$ cat config.mk
export PLATFORM = sky130hd
export DESIGN_NAME = filter_step_ctrl
export DESIGN_NICKNAME = d
export VERILOG_FILES = /design/src/rtl/filter_step_ctrl.sv
export SDC_FILE = /design/constraint.sdc
export NUM_CORES = 1
export LEC_CHECK = 0
export BUFFER_PORTS_ARGS = -buffer_cell sky130_fd_sc_hd__buf_4
export CAP_MARGIN = 20
export CORE_ASPECT_RATIO = 1.5
export CORE_MARGIN = 2
export CORE_UTILIZATION = 35
export CTS_CLUSTER_DIAMETER = 40
export DETAILED_ROUTE_END_ITERATION = 12
export PLACE_DENSITY_LB_ADDON = 0.05
export SLEW_MARGIN = 20
export SYNTH_ARGS = -nofsm -noshare
export SYNTH_HDL_FRONTEND = slang
export SYNTH_SLANG_ARGS = --single-unit
$ cat constraint.sdc
create_clock -name clk -period 2.25 [get_ports clk]
set_input_delay 0.1125 -clock clk [delete_from_list [all_inputs] [get_ports clk]]
set_output_delay 0.1125 -clock clk [all_outputs]
set_load 0.05 [all_outputs]
$ cat src/rtl/filter_step_ctrl.sv
// rtl/filter_step_ctrl.sv - sample-rate step sequencer for an IIR datapath with warm-up, saturation and flush
module filter_step_ctrl #(
    parameter int DIV     = 1024,
    parameter int WARMUP  = 64,
    parameter int CLR_CYC = 2
) (
    input  logic        clk,
    input  logic        reset,
    input  logic        in_valid,
    input  logic [31:0] in_data,
    output logic        in_ready,
    output logic [31:0] filt_x,
    output logic        filt_step,
    output logic        filt_clr,
    input  logic [31:0] filt_y,
    output logic        out_valid,
    output logic [23:0] out_data,
    input  logic        out_ready,
    input  logic        flush,
    output logic [3:0]  status
);

    localparam int CW  = (DIV > 1) ? $clog2(DIV) : 1;
    localparam int CCW = (CLR_CYC > 1) ? $clog2(CLR_CYC) : 1;
    localparam int WW  = (WARMUP > 0) ? $clog2(WARMUP + 1) : 1;

    localparam logic [0:0] S_RUN   = 1'b0;
    localparam logic [0:0] S_FLUSH = 1'b1;

    logic [0:0]     state;
    logic [CW-1:0]  tick_cnt;
    logic [CCW-1:0] clr_cnt;
    logic [WW-1:0]  warm_cnt;
    logic           buf_full;
    logic [31:0]    buf_data;
    logic           sat_flag;
    logic           ovr_flag;
    logic           und_flag;

    logic           run;
    logic           tick;
    logic           accept;
    logic           capture;
    logic           sat_hit;
    logic [23:0]    sat_word;

    assign run       = (state == S_RUN);
    assign tick      = run && (tick_cnt == CW'(DIV - 1));
    assign in_ready  = run && (!buf_full || tick);
    assign accept    = in_valid && in_ready;
    assign filt_step = tick;
    assign filt_clr  = !run;
    assign filt_x    = (tick && buf_full) ? buf_data : 32'd0;
    // Steps taken while warm-up remains are discarded.
    assign capture   = tick && (warm_cnt == '0);
    assign status    = {sat_flag, ovr_flag, und_flag, run && (warm_cnt == '0)};

    always_comb begin
        sat_hit  = 1'b0;
        sat_word = filt_y[23:0];
        if ($signed(filt_y) > 32'sd8388607) begin
            sat_hit  = 1'b1;
            sat_word = 24'h7fffff;
        end else if ($signed(filt_y) < -32'sd8388608) begin
            sat_hit  = 1'b1;
            sat_word = 24'h800000;
        end
    end

    always_ff @(posedge clk) begin
        if (reset) begin
            state     <= S_FLUSH;
            clr_cnt   <= '0;
            tick_cnt  <= '0;
            warm_cnt  <= WW'(WARMUP);
            buf_full  <= 1'b0;
            buf_data  <= 32'd0;
            out_valid <= 1'b0;
            out_data  <= 24'd0;
            sat_flag  <= 1'b0;
            ovr_flag  <= 1'b0;
            und_flag  <= 1'b0;
        end else begin
            if (tick && !buf_full)
                und_flag <= 1'b1;
            if (capture && sat_hit)
                sat_flag <= 1'b1;
            if (capture && out_valid && !out_ready)
                ovr_flag <= 1'b1;

            if (flush) begin
                // Anything pending in this cycle is abandoned; flags stay sticky.
                state     <= S_FLUSH;
                clr_cnt   <= '0;
                tick_cnt  <= '0;
                warm_cnt  <= WW'(WARMUP);
                buf_full  <= 1'b0;
                out_valid <= 1'b0;
            end else begin
                if (state == S_FLUSH) begin
                    if (clr_cnt == CCW'(CLR_CYC - 1)) begin
                        state   <= S_RUN;
                        clr_cnt <= '0;
                    end else begin
                        clr_cnt <= clr_cnt + 1'b1;
                    end
                end else begin
                    tick_cnt <= tick ? '0 : tick_cnt + 1'b1;
                end

                if (accept) begin
                    buf_full <= 1'b1;
                    buf_data <= in_data;
                end else if (tick) begin
                    buf_full <= 1'b0;
                end

                if (tick && (warm_cnt != '0))
                    warm_cnt <= warm_cnt - 1'b1;

                if (capture) begin
                    out_valid <= 1'b1;
                    out_data  <= sat_word;
                end else if (out_ready) begin
                    out_valid <= 1'b0;
                end
            end
        end
    end

endmodule

* Word-level counts from Yosys, hierarchy flattened
Cells that the tools add are included.
** Word-level totals
- Output and inout bits :: 64
- Register bits :: 80
- Word-level logic and storage cells :: 53
- Input port bits :: 69
** Cells by class
- Equal/unequal tests :: 1
- Bitwise logic cells :: 2
- Multiplexer cells :: 13
- $lt $le $gt $ge :: 2
- Reductions and logical operators :: 21
- Add/sub/neg operators :: 3
** Operators by type and width (number)
- 2-to-1 mux 24 bit :: 2
- > comparator 32 x 24 -> 1 bit (second input constant) :: 1
- < comparator 32 x 24 -> 1 bit (second input constant) :: 1
- 2-to-1 mux 32 bit :: 1
- logical AND 1 bit :: 11
- adder 10 x 1 -> 10 bit (second input constant) :: 1
- equality test 10 bit (second input constant) :: 1
- 2-to-1 mux 10 bit :: 1
- 2-to-1 mux 1 bit :: 9
- logical NOT 7 bit :: 1
- nonzero test 7 bit :: 1
- subtractor 7 x 1 -> 7 bit (second input constant) :: 1
- AND reduction 2 bit :: 2
- nonzero test 2 bit :: 2
- logical NOT 1 bit :: 2
- NOT 1 bit :: 2
- OR reduction 2 bit :: 1
- adder 1 bit (second input constant) :: 1
- logical OR 1 bit :: 1

* Logic depth before layout (Yosys ltp)
- Word-level depth :: 6
- Depth in mapped cells :: 9
- Gate-level depth less buffers :: 6

* Worst setup path before layout
No wires, ideal clock.
- Kind :: register -> output
- From :: register state, in the netlist filt_clr
- To :: output filt_x[26]
- Data arrival time :: 2.575 ns
- Stages on the path, launching flop included :: 7
- Buffers on the path :: 2
- Path slack :: -0.437 ns
- Data required time :: 2.138 ns
- Cell sequence :: dfxtp_1 nand4b_1 or3_1 buf_6 inv_1 clkbuf_1 and3_1
** On the way
- Longest elaborated chain between the ends :: 4
** Ends and longest elaborated chain
- from (decl) :: RTL line 30 : logic [0:0] state;
- from (signal assigned) :: RTL line 72 : state <= S_FLUSH;
- from (signal assigned) :: RTL line 93 : state <= S_FLUSH;
- from (signal assigned) :: RTL line 102 : state <= S_RUN;
- NOT 1 bit :: RTL line 47 : assign run = (state == S_RUN);
- logical AND 1 bit :: RTL line 48 : assign tick = run && (tick_cnt == CW'(DIV - 1));
- named net filt_step :: RTL line 13 : output logic filt_step,
- logical AND 1 bit :: RTL line 53 : assign filt_x = (tick && buf_full) ? buf_data : 32'd0;
- 2-to-1 mux 32 bit :: RTL line 53
- to (decl) :: RTL line 12 : output logic [31:0] filt_x,
The timed path passes the listed nets, and every way through them passes these cells.

* Worst setup path in the final report
- From :: register tick_cnt[1]
- To :: output filt_x[22]
** On the way
- Longest elaborated chain between the ends :: 4
** Ends and longest elaborated chain
- from (decl) :: RTL line 31 : logic [CW-1:0] tick_cnt;
- from (signal assigned) :: RTL line 108 : tick_cnt <= tick ? '0 : tick_cnt + 1'b1;
- equality test 10 bit :: RTL line 48
- logical AND 1 bit :: RTL line 48
- logical AND 1 bit :: RTL line 53
- 2-to-1 mux 32 bit :: RTL line 53
Every way passes these cells.

==> impl_metrics.ini <==
[global_routing]
grt_overflow = 0
antenna_found_initial = 0
grt_max_degree = 71
grt.total_usage_pct = 16.0
grt_pass1_wl_um = 14900
first_global_vias = 3096

[worst_setup_path]
crit_family = simple AND/OR/NAND/NOR gates
setup.worst_path.class = reg -> out
reg2reg_depth = 4
slowest_delay_ns = 0.42
worst_setup_path_start_kind = flop
critical_path.cell_chain = ha_4 > nand2_2 > or3_4 > clkinvlp_4 > clkbuf_16 > and3_4 > buf_6
slowest_stage = or3_4
cp_data_required_time_ns = 2.14
worst-path-stages = 7
worstReg2RegStart = warm_cnt[2]$_SDFFE_PP0P_
arrival_ns = 2.08
path_buf_inv = 3
path_max_fanout = 8
timing.rr.end = out_data[18]$_SDFFE_PP0P_
cp-end-kind = output port
r2r_slack_ns = 0.20

[clocking]
cts_inserted_buffers = 9
clock_sinks = 80
clk_pin_slew_ns = 0.06
cts_tree = yes
postCtsHoldBufs = 0
clk_latency_ns = 0.33
ctsHtreeMaxLevel = 3
cts_buffer_depth = 2
cts-root-buf = clkbuf_16

[yosys]
synth_area_um2 = 3800
synth_area_per_cell_um2 = 9.58
synth-seq-cells = 80
synthArstFlopShare_pct = 0
synth_top_cell_by_area = dfxtp_1
syn_inst = 397
synth_edf_count = 0
synth_nets = 468
seq_area_frac_synth_pct = 42.1
synth_top_area_share_pct = 42.1
synth_cell_types = 41
synth_warnings = 0
synth_area_leaders = dfxtp_1 (42%), nand2b_1 (11%), mux2i_1 (8.4%)
synth_flop_cell = dfxtp_1

[power]
total_power_w = 0.00330
vdd_drop_max_mv = 0.403
cellPowerDensity_nw_per_um2 = 601
leakage_nw = 2.29

[worst_hold_path]
hp-class = in -> reg
worstHoldPathCells = 3
hp-start = filt_y[12]
min_to = out_data[12]$_SDFFE_PP0P_

[cells_and_area]
layout_common_cells = buf_4 (124), dfxtp_1 (76), nand2b_1 (66)
final_common_cell = buf_4
fin_cells = 673
drive_gt1_share_pct = 41.0
nets = 595
syn_to_final_growth_pct = 44.4
diodes = 0

[timing]
hold_violations = 0
max_slew_margin_pct = 58.3
fin_crit_sh_pct = 97.4
skew_ns = 0.00336
setup_viol = 0
tightest_slew_ns = 0.624
layout_min_cycle_time_ns = 2.19
maxSlewViolCount = 0
fin_tns_setup_ns = 0
max_freq_ghz = 0.456
whs_ns = 0.0151

[drt]
wl_per_cell_um = 14.7
routed_wl_um = 9880
vias = 3189
drt-vias-per-instance = 4.74
initialDrtViolationCount = 92
firstDrtPassIters = 4
route.detailed.drc = 0
antenna_left = 0

[placement]
dp_hpwl_um = 6450
dp_cells = 649
gp_congestion = 0.733
io_buffer_count = 132

[floorplanning]
start_util_pct = 35.9
fp-row-count = 46
ioPinCount = 133
die_h_um = 132
die_x_um = 89.1
core-area_um2 = 10600
die_area_um2 = 11700

[flow_run]
drv_cap = 0

[status]
status = finished, final reports clean
-- worst max path at each step --
stage / from / end
floorplan: filt_clr$_SDFF_PP1_ / out_data[10]$_SDFFE_PP0P_
global placement: tick_cnt[0]$_SDFFE_PP0N_ / out_data[0]$_SDFFE_PP0P_
detailed placement: tick_cnt[0]$_SDFFE_PP0N_ / buf_data[18]$_SDFFE_PP0P_
CTS: tick_cnt[0]$_SDFFE_PP0N_ / filt_x[27]
global route: tick_cnt[1]$_SDFFE_PP0N_ / filt_x[11]
finish: tick_cnt[1]$_SDFFE_PP0N_ / filt_x[22]
-- sequential cells by signal (all words and copies together) (netlist names) --
name and cells:
clr_cnt 1, tick_cnt 10, sat_flag 1, out_data 24, out_valid 1, buf_data 32
warm_cnt 7, ovr_flag 1, filt_clr 1, und_flag 1, buf_full 1
-- cell families after synthesis --
logic type | share of synthesized area, %
XOR/XNOR | 2.07
AND/OR/NAND/NOR | 27.2
multiplexers | 8.42
AO/OA/AOI/OAI | 13.4
buffers and inverters | 6.15
flip-flops | 42.1
adder cells (fa/ha/maj) | 0.658
-- power breakdown --
group | internal, W | switching (W)
logic | 0.000121 | 0.0000932
clock network | 0.00108 | 0.000583
registers | 0.00142 | 0.00000361
total | 0.00262 | 0.000680
-- area by class of cell --
| type | count | area, µm² |
|---|---|---|
| clock inverter | 7 | 110 |
| fill | 1059 | 5100 |
| clock buffer | 9 | 225 |
| inverter | 6 | 26.3 |
| tap | 144 | 180 |
| multi-input combinational | 276 | 2050 |
| sequential | 80 | 1610 |
| timing repair buffer | 151 | 1290 |
-- timing repair --
item	4_1_cts	5_1_grt
cloned	0	4
gates resized for setup	3	36
hold endpoints to repair	0	0
buffers inserted	0	4
pin swaps	0	3
endpoints found under the setup margin	32	32
-- stage by stage --
stage / instance area, µm² / setup slack [ns] / util [%]
floorplan: 3820 / 0.116 / -
global placement: 4900 / 0.164 / 46.2
detailed placement: 4900 / 0.0958 / 46.2
CTS: 5250 / 0.000499 / 49.5
global route: 5490 / -0.0192 / 51.9
finish: 5490 / 0.0593 / 51.9
-- per-layer routing --
layer / global-route usage, % / wire length [µm] / up-vias
met5: 0 / 0 / -
met4: 5.97 / 122 / 0
met3: 4.02 / 591 / 9
met2: 26.5 / 5080 / 80
met1: 19.5 / 4090 / 1478
li1: - / - / 1622
-- cells in the mapped netlist, types with 2 or more instances --
cell and number:
and3_1 33, nand3_1 4, nor3_1 4, o2bb2ai_1 3, nor4_1 3, o31ai_1 2, buf_6 3, o21ba_2 2
nor2_1 37, nand4_1 5, mux2i_1 32, nand2_1 11, nor2b_1 2, clkbuf_1 22, o2bb2ai_2 20, buf_4 6
inv_1 6, dfxtp_1 80, or3_1 4, or4_1 2, xor2_1 5, nand4b_1 2, xnor2_1 4, o41ai_1 2
or2_2 2, nand2b_1 66, ha_1 2, o21ai_0 4, buf_2 2, a21oi_1 15, buf_12 2
-- worst min-delay path, stage by stage --
cell,delay (ns)
buf_4,0.08
nor2_1,0.04
o2bb2ai_2,0.09
(Power assumes the default switching activity.)
